File: config.mk
export PLATFORM = sky130hd
export DESIGN_NAME = gamma_lut_loader
export DESIGN_NICKNAME = d
export VERILOG_FILES = /design/src/rtl/gamma_lut_loader_pkg.sv /design/src/rtl/gamma_lut_loader.sv
export SDC_FILE = /design/constraint.sdc
export NUM_CORES = 1
export LEC_CHECK = 0
export CAP_MARGIN = 20
export CELL_PAD_IN_SITES_DETAIL_PLACEMENT = 1
export CELL_PAD_IN_SITES_GLOBAL_PLACEMENT = 2
export CORE_MARGIN = 2
export CORE_UTILIZATION = 31
export DETAILED_ROUTE_END_ITERATION = 16
export GPL_TIMING_DRIVEN = 0
export PLACE_DENSITY = 0.91
export SLEW_MARGIN = 30
export SYNTH_ARGS = -nofsm -noshare
export SYNTH_HDL_FRONTEND = slang
export SYNTH_SLANG_ARGS = --single-unit
File: constraint.sdc
create_clock -name clk -period 4.9 [get_ports clk]
set_clock_uncertainty 0.2 [all_clocks]
set_input_delay 0.98 -clock clk [delete_from_list [all_inputs] [get_ports clk]]
set_output_delay 0.98 -clock clk [all_outputs]
set_load 0.05 [all_outputs]
File: src/rtl/gamma_lut_loader_pkg.sv
// rtl/gamma_lut_loader_pkg.sv - shared state encoding and plane-select constants for the gamma LUT loader
package gamma_lut_loader_pkg;

   typedef enum logic [1:0] {
      ST_IDLE = 2'd0,
      ST_LOAD = 2'd1,
      ST_DONE = 2'd2
   } state_e;

   localparam logic [1:0] CP_BCAST = 2'd3;

endpackage

File: src/rtl/gamma_lut_loader.sv
// rtl/gamma_lut_loader.sv - fills one or all gamma LUT planes from a host stream or an identity ramp
module gamma_lut_loader
   import gamma_lut_loader_pkg::*;
#(
   parameter int DATA_WIDTH = 8,
   parameter int NUMCP      = 3
) (
   input  logic                  clk,
   input  logic                  sr,
   input  logic                  start,
   input  logic                  abort,
   input  logic [1:0]            cp_sel,
   input  logic                  ramp,
   input  logic                  wr_valid,
   input  logic [DATA_WIDTH-1:0] wr_data,
   output logic                  wr_ready,
   output logic                  lut0wren,
   output logic [DATA_WIDTH-1:0] lut0val,
   output logic                  lut1wren,
   output logic [DATA_WIDTH-1:0] lut1val,
   output logic                  lut2wren,
   output logic [DATA_WIDTH-1:0] lut2val,
   output logic                  gc_hold,
   output logic                  busy,
   output logic                  done,
   output logic                  err
);

   localparam int CW = DATA_WIDTH + 1;
   localparam logic [CW-1:0] LAST = CW'((1 << DATA_WIDTH) - 1);

   state_e                  state_q, state_d;
   logic [CW-1:0]           cnt_q, cnt_d;
   logic [1:0]              cp_q, cp_d;
   logic                    ramp_q, ramp_d;
   logic                    err_q, err_d;
   logic                    gc_hold_q, gc_hold_d;
   logic                    accept;
   logic                    cp_legal;
   logic [DATA_WIDTH-1:0]   value;
   logic [2:0]              wren_all;
   logic [DATA_WIDTH-1:0]   val_all [3];

   assign cp_legal = (32'(cp_sel) < NUMCP) || (cp_sel == CP_BCAST);
   assign wr_ready = (state_q == ST_LOAD) && !ramp_q;
   assign accept   = (state_q == ST_LOAD) && (ramp_q || wr_valid);
   assign value    = ramp_q ? cnt_q[DATA_WIDTH-1:0] : wr_data;

   always_comb begin
      state_d = state_q;
      cnt_d   = cnt_q;
      cp_d    = cp_q;
      ramp_d  = ramp_q;
      err_d   = 1'b0;
      case (state_q)
         ST_IDLE: begin
            // abort beats a simultaneous start, and suppresses the err pulse too
            if (start && !abort) begin
               if (cp_legal) begin
                  state_d = ST_LOAD;
                  cnt_d   = '0;
                  cp_d    = cp_sel;
                  ramp_d  = ramp;
               end else begin
                  err_d = 1'b1;
               end
            end
         end
         ST_LOAD: begin
            err_d = start;
            if (accept) cnt_d = cnt_q + CW'(1);
            if (abort) state_d = ST_IDLE;
            else if (accept && (cnt_q == LAST)) state_d = ST_DONE;
         end
         ST_DONE: begin
            err_d   = start;
            state_d = ST_IDLE;
         end
         default: state_d = ST_IDLE;
      endcase
      // also covers the cycle after an abort, when the final accepted entry is still being written
      gc_hold_d = (state_d != ST_IDLE) || (state_q == ST_LOAD);
   end

   always_ff @(posedge clk) begin
      if (sr) begin
         state_q   <= ST_IDLE;
         cnt_q     <= '0;
         cp_q      <= '0;
         ramp_q    <= 1'b0;
         err_q     <= 1'b0;
         gc_hold_q <= 1'b0;
      end else begin
         state_q   <= state_d;
         cnt_q     <= cnt_d;
         cp_q      <= cp_d;
         ramp_q    <= ramp_d;
         err_q     <= err_d;
         gc_hold_q <= gc_hold_d;
      end
   end

   for (genvar p = 0; p < 3; p++) begin : g_plane
      if (p < NUMCP) begin : g_on
         logic                  wren_q;
         logic [DATA_WIDTH-1:0] val_q;
         logic                  sel;
         assign sel = accept && ((cp_q == 2'(p)) || (cp_q == CP_BCAST));
         always_ff @(posedge clk) begin
            if (sr) begin
               wren_q <= 1'b0;
               val_q  <= '0;
            end else begin
               wren_q <= sel;
               if (sel) val_q <= value;
            end
         end
         assign wren_all[p] = wren_q;
         assign val_all[p]  = val_q;
      end else begin : g_off
         assign wren_all[p] = 1'b0;
         assign val_all[p]  = '0;
      end
   end

   assign lut0wren = wren_all[0];
   assign lut0val  = val_all[0];
   assign lut1wren = wren_all[1];
   assign lut1val  = val_all[1];
   assign lut2wren = wren_all[2];
   assign lut2val  = val_all[2];
   assign busy     = (state_q != ST_IDLE);
   assign done     = (state_q == ST_DONE);
   assign err      = err_q;
   assign gc_hold  = gc_hold_q;

endmodule

## Yosys cells after proc, flatten, opt, wreduce, memory -nomap -nowiden

Cells that the tools add are included.

- Bits in registers: 43
- Input port bits: 16
- Output and inout bits: 32

- Add/sub/neg operators: 1
- Magnitude comparators: 1
- Eq/ne operators: 10
- Muxes and demuxes: 13
- Reduce and logical (&&, ||, !) cells: 23

Operator list:

| kind | count |
|---|---|
| $mux W9 | 3 |
| $pmux W9 S2 | 1 |
| $add A9 B1 Y9 const B | 1 |
| $eq A9 B8 Y1 const B | 1 |
| $eq A2 B2 Y1 const B | 4 |
| $mux W2 | 4 |
| $mux W8 | 1 |
| $logic_and A1 B1 Y1 | 7 |
| $logic_or A1 B1 Y1 | 6 |
| $ne A2 B2 Y1 const B | 3 |
| $reduce_bool A2 Y1 | 3 |
| $eq A2 B1 Y1 const B | 2 |
| $logic_not A2 Y1 | 2 |
| $pmux W2 S2 | 1 |
| $reduce_and A4 Y1 | 1 |
| $reduce_and A3 Y1 | 1 |
| $logic_not A1 Y1 | 2 |
| $lt A2 B2 Y1 const B | 1 |
| $mux W1 | 2 |
| $pmux W1 S2 | 1 |
| $reduce_or A2 Y1 | 1 |

## Logic depth before layout (Yosys ltp)

Gate-level depths: netlist (run 1).

- Depth after elaboration: 8
- Depth in mapped cells: 8

## Worst setup path before layout (run 1)

Ideal clock, no wire load.

- Kind: reg-to-output
- Start point: reg state_q[1]
- End point: out wr_ready
- Arrival time: 1.328 ns
- Data required time: 3.720 ns
- Path slack: 2.392 ns
- Stages on the path, launching flop included: 5
- Cells stage by stage: dfxtp_1 inv_1 ha_1 inv_1 nor2_1

- Longest elaborated chain between the ends: 2

RTL lines:

| item | line | RTL |
|---|---|---|
| from (decl) | gamma_lut_loader.sv:32 | `state_e state_q, state_d;` |
| from (signal assigned) | gamma_lut_loader.sv:94 | `state_q <= state_d;` |
| $eq A2 B1 Y1 | gamma_lut_loader.sv:45 | `assign wr_ready = (state_q == ST_LOAD) && !ramp_q;` |
| $logic_and A1 B1 Y1 | gamma_lut_loader.sv:45 |  |
| to (decl) | gamma_lut_loader.sv:16 | `output logic wr_ready,` |

Every way passes these cells.

## Final worst setup path (run 1)

Ends and elaborated chain as after synthesis.

==> results of run 1 <==
## cells in the mapped netlist
master                     number  area [um^2]
sky130_fd_sc_hd__o22a_2         1        10.01
sky130_fd_sc_hd__a21oi_1       13        65.06
sky130_fd_sc_hd__nand4_1        1        6.260
sky130_fd_sc_hd__o21a_4         1        15.01
sky130_fd_sc_hd__o21a_1         2        15.01
sky130_fd_sc_hd__nor2b_1        4        25.02
sky130_fd_sc_hd__a211oi_1      24        180.2
sky130_fd_sc_hd__nor2_1        31        116.4
sky130_fd_sc_hd__o22ai_4        1        20.02
sky130_fd_sc_hd__nor2b_2        1        8.760
sky130_fd_sc_hd__a21o_1         1        7.510
sky130_fd_sc_hd__nand3_1        8        40.04
sky130_fd_sc_hd__o21bai_1       1        7.510
sky130_fd_sc_hd__clkbuf_1       4        15.01
sky130_fd_sc_hd__and2b_4        1        10.01
sky130_fd_sc_hd__or3_1          3        18.77
sky130_fd_sc_hd__o31ai_1        3        22.52
sky130_fd_sc_hd__or4_1          3        22.52
sky130_fd_sc_hd__and2_1         1        6.260
sky130_fd_sc_hd__or3_2          1        7.510
sky130_fd_sc_hd__buf_4          4        30.03
sky130_fd_sc_hd__inv_1          8        30.03
sky130_fd_sc_hd__dfxtp_1       43        860.8
sky130_fd_sc_hd__ha_1           8        100.1
sky130_fd_sc_hd__nand3b_1       1        7.510
sky130_fd_sc_hd__mux2i_1        9        90.09
sky130_fd_sc_hd__nand2_1        9        33.78
sky130_fd_sc_hd__buf_2          2        10.01
sky130_fd_sc_hd__buf_6          3        33.78
sky130_fd_sc_hd__a31oi_1        1        6.260
sky130_fd_sc_hd__o21ai_0        5        25.02
## metrics by stage
stage,total power [W],instance area (um^2),hold WS [ns],util
final,0.0007144,2504,0.2668,0.4279
after detailed placement,0.0004871,2411,0.2581,0.4121
after CTS,0.0007239,2504,0.2712,0.4279
after global routing,0.0007414,2504,0.3086,0.4279
after global placement,0.0004860,2411,0.2447,0.4121
after floorplan,0.0004448,1847,0.2319,-
## registers in the layout, indices dropped and copies added (netlist names)
name      cells
lut0val       8
lut2wren      1
err           1
gc_hold       1
state_q       2
ramp_q        1
lut2val       8
lut1val       8
lut1wren      1
cnt_q         9
lut0wren      1
cp_q          2
## logic make-up after synthesis
kind of cell	Yosys count	share of synthesized area
simple gates	64	0.1640
compound gates	53	0.2026
flops	43	0.4661
buf+inv	21	0.06436
mux	9	0.04878
fa+ha+maj	8	0.05420
## tightest hold or removal path, delay by kind of cell (launching register included)
family / cells / cell delay, ns
flops: 1 / 0.32
simple gates: 1 / 0.05
compound gates: 1 / 0.05
## final cells by class
class | count | area share
Tap cell | 75 | 0.03748
Sequential cell | 43 | 0.3438
Clock buffer | 5 | 0.02749
Timing Repair Buffer | 47 | 0.1879
Multi-Input combinational cell | 134 | 0.3463
Clock inverter | 3 | 0.009495
Inverter | 8 | 0.01199
Buffer | 13 | 0.03548
## final timing paths
kind / from / end / slack, ns / cells after the start
max: state_q[1] / wr_ready / 1.69 / 5
min: cnt_q[8] / cnt_q[8] / 0.27 / 2
max reg2reg: state_q[1] / cnt_q[8] / 2.96 / 7
min reg2reg: cnt_q[8] / cnt_q[8] / 0.27 / 2
## power breakdown
group / internal (W) / switching [W] / total, W / leakage (nW)
Clock: 0.000102 / 0.000135 / 0.000237 / 0.0408
Sequential: 0.000358 / 0.00000488 / 0.000363 / 0.348
Combinational: 0.0000460 / 0.0000690 / 0.000115 / 0.444
## metal layers
metal  GRT usage  vias to the layer above  wire length, um  part of all wire
met2      0.2479                       29             2217              0.48
met1      0.1910                      752             2175              0.47
li1            -                      803                -                 -
met3     0.03000                        7              140             0.030
met5           0                        -                0                 0
met4     0.05593                        0               75             0.016
==> summary.md, run 1 <==
The flow ran to the end, and the final reports show no timing, DRC or antenna violations. The worst-case IR drop observed on VDD is 0.1128 mV. After layout, the minimum clock period comes to 3.213 ns.

Each instance of the synthesized netlist takes up on average 9.327 um^2. The number of nets in the final layout was 276. Counting every net in the synthesized netlist gives 222. The starting utilization of the core area was 0.3157; the total via count in the routed design was 1591. Warning count from the yosys run: 0. Overall track demand over capacity in global routing: 0.1494. The initial antenna violation count is 0. The violation count after the first detailed-routing iteration came out at 51.

For the detailed-routing iteration count for the pre-antenna-repair pass, the log shows 4. The leakage dissipation came out at 0.8329 nW. The path category of the worst min-delay check was reg2reg. Entering global routing, the biggest net connects 16 pins. After legalization and detailed placement, the total HPWL measured 3619 um.

The run gives 43 as the sink count of the clock tree. The number of fill cells in the layout was 668. The maximum frequency from static timing analysis is 0.3112 GHz, and the minimum setup slack in the final design is 1.687 ns. In the final layout, flip-flops and latches occupy 860.8 um^2. The register area share after synthesis is 0.4661, and the post-synthesis to final-layout area growth is 35.57%.

Power spread over the standard cell area amounts to 285.3 nW/um^2. The logs give 0 for the number of pins with negative max-slew slack in the final report and 1847 um^2 for the post-synthesis instance area. The non-filler instance count after layout came out at 328. Setup repair after global routing left no endpoint under its margin. Most common cell after layout, fill and taps aside: sky130_fd_sc_hd__clkdlybuf4s50_1.

Setup total negative slack on the finished layout was measured at 0 ns. The tools report the number of global-route vias before repair as 1537. Data arrives at the worst endpoint at 2.03 ns.

After clock tree synthesis, the setup repair step added 0 buffers. Leaving out fill and tap cells, the most frequent cells in the layout are sky130_fd_sc_hd__clkdlybuf4s50_1 (47), sky130_fd_sc_hd__dfxtp_1 (43), sky130_fd_sc_hd__nor2_1 (31). Clock-pin slew was measured on the worst setup and hold paths at 0.09 ns. Post-CTS repair changed the size of 0 cells. For this design, the CTS-stage hold fixing added 0 buffers. In this run, CTS created clock tree buffers numbering 5. After detailed routing, the number of remaining DRC violations is 0. The repair_antennas step left the layout with diodes totalling 0. The worst-path maximum fanout is 6, and the worst path buffer plus inverter count is 3. The floorplan step defined a die boundary enclosing 6591 um^2. The number of placed instances, taps included, is 320.

The class of the most critical setup path is reg2out. The number of top-level pins is 48, and the die outline height is 81.19 um. Setup slack at placement: 2.006 ns.

The count of nets left with antenna violations after detail routing was 0; the share of the clock period used by the worst path after layout was 0.6558. The first global-routing pass estimated 7493 um of wire. The count of endpoints failing hold in the final timing report is 0, and the worst-case headroom to the max-slew limit is 0.6483. The cell family contributing the most delay on the critical path is buffers and inverters.

In this run, synthesis produced a sequential element count of 43. For this run the aggregate overflow at the end of global routing stands at 0. The critical path goes through inv_1, ha_1, inv_1, nor2_1, clkdlybuf4s50_1.

Count of buffers inserted at the top-level ports: 47. CTS placed an instance of sky130_fd_sc_hd__clkbuf_8 at the clock tree root. The routed design has 4608 um of wire.

The fraction of layout instances using a drive strength above 1 came out at 0.09091. The row count was 28. Area taken by multi-input logic gates: 867.1 um^2. The clock reaches the later pin of the worst-skew pair after 0.30 ns. The slowest stage of the critical path belongs to the cell sky130_fd_sc_hd__clkdlybuf4s50_1. At the pin with the least slew margin, the transition time is 0.5265 ns. Kind of capture point of the worst setup path: an output pin. Number of H-tree levels: 2. Synthesis produced a netlist whose cell count is 198. The floorplan die width came out at 81.19 um. The run gives 0 as the setup violation total in the final timing report. For this run, the slowest stage of the critical path takes 0.82 ns. TritonCTS built the clock tree. At the worst endpoint, the required time is 3.72 ns. At the end of routability-driven placement, the weighted congestion stood at 0.7765.

In this design, the critical path's most frequently occurring cell is sky130_fd_sc_hd__inv_1. The routed length per placed instance was 14.05 um; the maximum root-to-sink buffer count was 2. The tools report the critical path startpoint category as a flop.

The mean number of vias per cell is 4.851. The total area inside the core boundary comes to 5851 um^2. Unique cell type count in the Yosys netlist: 31. Across the run, the number of max-cap violations was 0.
(Power assumes the default switching activity.)
==> run 2, diff against run 1 <==
CORE_UTILIZATION = 28   (was 31)
PLACE_DENSITY = 0.84   (was 0.91)
clock period = 3.1 ns   (was 4.9 ns; I/O delays follow)
==> summary.md, run 2 (synthesized netlist as in run 1, its figures left out) <==
The flow ran to the end, and the final reports show no timing, DRC or antenna violations. Required time of the critical path: 2.28 ns. The number of top-level pins was 48; the area of the die was 7262 um^2. For the worst setup path, the data arrival time is 2.07 ns. The area after detailed placement was 2414 um^2; the number of buffers inserted by hold repair at cts was 0. Dividing the detail-routed wire length by the instance count gives 14.91 um. The leakage dissipation is 0.8329 nW. The mean number of vias per cell was 4.900; the sum of negative setup slack was 0 ns.

At the end of routability-driven placement, the weighted congestion stood at 0.7431. The largest stage delay on the critical path came out at 0.84 ns. STA classifies the critical path endpoint as an output pin.

For this block, the initial DRC count from the detailed router was 64. The logs give 0.163 for the combinational fraction of design power and 0 for the count of endpoints failing hold in the final timing report. The run gives 0 as the count of nets left with antenna violations after detail routing.

The met3 demand-to-capacity share in global routing was 0.03405; the residual overflow from global routing was 0. After detailed routing, the total wire length is 4920 um. Row generation in the floorplan step produced 29 rows.

The finished cells cover 2506 um^2. Traced cell by cell, the critical path runs through inv_1, ha_1, inv_1, clkdlybuf4s50_1. The worst-case headroom to the max-slew limit came out at 0.6394.

The library cells used most frequently in the layout, excluding fill and tap cells, are sky130_fd_sc_hd__clkdlybuf4s50_1 (47), sky130_fd_sc_hd__dfxtp_1 (43), sky130_fd_sc_hd__nor2_1 (31). The die is 85.22 um wide. Registers take 860.8 um^2.

The repair_antennas step left the layout with diodes totalling 0. The fraction of layout instances using a drive strength above 1 was 0.09091; the met2 routing resource usage after global routing was 0.2379. Along the worst path, the maximum fanout reaches 7. The run gives 5 as the total CTS buffers.

The number of buffers inserted by post-CTS setup repair is 0, and the non-filler instance count after layout is 330. Across the VDD grid, the largest voltage drop is 0.2184 mV. The register with the most flip-flops in the layout has 9 of them.

The floorplan step set the die height to 85.22 um. Summed over all nets, the half-perimeter wirelength after detailed placement is 3802 um. The H-tree generated during clock tree synthesis spans 2 levels. The met1 demand-to-capacity share in global routing is 0.1891, and the maximum root-to-sink buffer count is 2. The slew of the pin with the lowest slew margin works out to 0.5397 ns.

The run gives 0.0007995 W as the internal power. After floorplanning, the core was sized to cover 6350 um^2. Setup repair after global routing left no endpoint under its margin. The share of the clock period used by the worst path after layout is 0.9312, and the placed instance count is 322. For the overall track demand over capacity in global routing, the log shows 0.1454.

The number of pins with negative max-slew slack in the final report was 0. STA classifies the critical path startpoint as a flop. The minimum clock period after layout came out at 2.887 ns. For this design the total switching power over the nets is 0.0003350 W. The count of buffers added on input and output ports is 47. First-pass GRT wire length: 8238 um. By instance count, the cell type seen most on the critical path is sky130_fd_sc_hd__inv_1.

After clock tree synthesis, the clock-pin slew on the worst setup and hold paths is 0.09 ns. Counting flops per register, the top entry is cnt_q. The relative contribution of the clock network to total power was 0.332; the starting utilization of the core area was 0.2908. On the critical path, the stage with the largest delay is an instance of sky130_fd_sc_hd__clkdlybuf4s50_1.

The tools report the setup violation total in the final timing report as 0. Once the clock tree was built, the resizer swapped 0 gates to a different size. The layout has 749 filler cells. Timing would allow up to 0.3464 GHz. The largest net degree at the start of global routing is 16. The sequential fraction of design power came out at 0.505. The critical path is of the reg2out type. Busiest metal layer after global routing: met2. For this run, design rule violations remaining after detail routing come to 0. The later-pin clock latency in the skew report came out at 0.30 ns. The area taken by multi-input logic gates is 867.1 um^2, and the proportion of total power due to net switching is 0.2953.

Dividing total power by cell area gives a power density of 452.7 nW/um^2. Final cell utilization of the core: 0.3947. The area growth from synthesis to layout is 35.70%.

The total via count in the routed design was 1617. TritonCTS built the clock tree. Clock root buffer master: sky130_fd_sc_hd__clkbuf_8. The max-capacitance violation count was 0; the initial antenna violation count was 0. Number of global-route vias before repair: 1615.

The net count of the finished layout is 276. The clock drives 43 sinks. The pre-antenna-repair detailed-routing pass consisted of 4 iterations.

Most common cell after layout, fill and taps aside: sky130_fd_sc_hd__clkdlybuf4s50_1. The path category of the worst min-delay check was reg2reg.
[run 2: cell counts in the layout (fill, tap and decap cells not counted)]
No cell type changed its count.
[run 2: metal layers]
| layer | vias to the layer above | routed length, um |
|---|---|---|
| met4 | 0 | 69 |
| li1 | 807 | - |
| met3 | 5 | 189 |
| met2 | 32 | 2391 |
| met5 | - | 0 |
| met1 | 773 | 2270 |
[run 2: stage by stage]
stage,setup WS [ns],power (W),hold slack [ns]
3_5_place_dp,0.5398,0.0007730,0.2537
3_3_place_gp,0.5647,0.0007697,0.2408
5_1_grt,0.09135,0.001192,0.2917
2_1_floorplan,0.9523,0.0007031,0.2319
6_report,0.2132,0.001134,0.2614
4_1_cts,0.1993,0.001148,0.2659
[run 2: final cells by class]
cell class | count | area share
plain buffers | 13 | 0.03545
clock buffers | 5 | 0.02746
clock inverters | 3 | 0.009486
inverters | 8 | 0.01198
multi-input cells | 134 | 0.3460
flip-flops and latches | 43 | 0.3435
well taps | 77 | 0.03844
repair buffers | 47 | 0.1877
[run 2: worst max-delay path: cells and delay by family, from the launching register on]
| family | cells | cell delay [ns] |
|---|---|---|
| flops | 1 | 0.35 |
| buf+inv | 3 | 1.12 |
| fa+ha+maj | 1 | 0.29 |
[run 2: worst paths after layout]
kind / start / end / slack, ns / depth (start not counted)
worst max register to register: state_q[1] / cnt_q[8] / 1.16 / 7
worst min register to register: cnt_q[8] / cnt_q[8] / 0.26 / 2
worst max-delay path: state_q[0] / busy / 0.21 / 4
worst min-delay path: cnt_q[8] / cnt_q[8] / 0.26 / 2
[run 2: power by group through the flow]
stage | Clock [W] | Combinational, W | Sequential (W)
finish | 0.000377 | 0.000184 | 0.000573
global route | 0.000417 | 0.000199 | 0.000576
CTS | 0.000388 | 0.000187 | 0.000574
detailed placement | 0 | 0.000186 | 0.000587
global placement | 0 | 0.000184 | 0.000586
floorplan | 0 | 0.0000828 | 0.000620
==> run 3, diff against run 2 <==
TNS_END_PERCENT = 100   (was default)
==> results of run 3 <==
Final layout, timing and power as in run 2 (identical DEF).
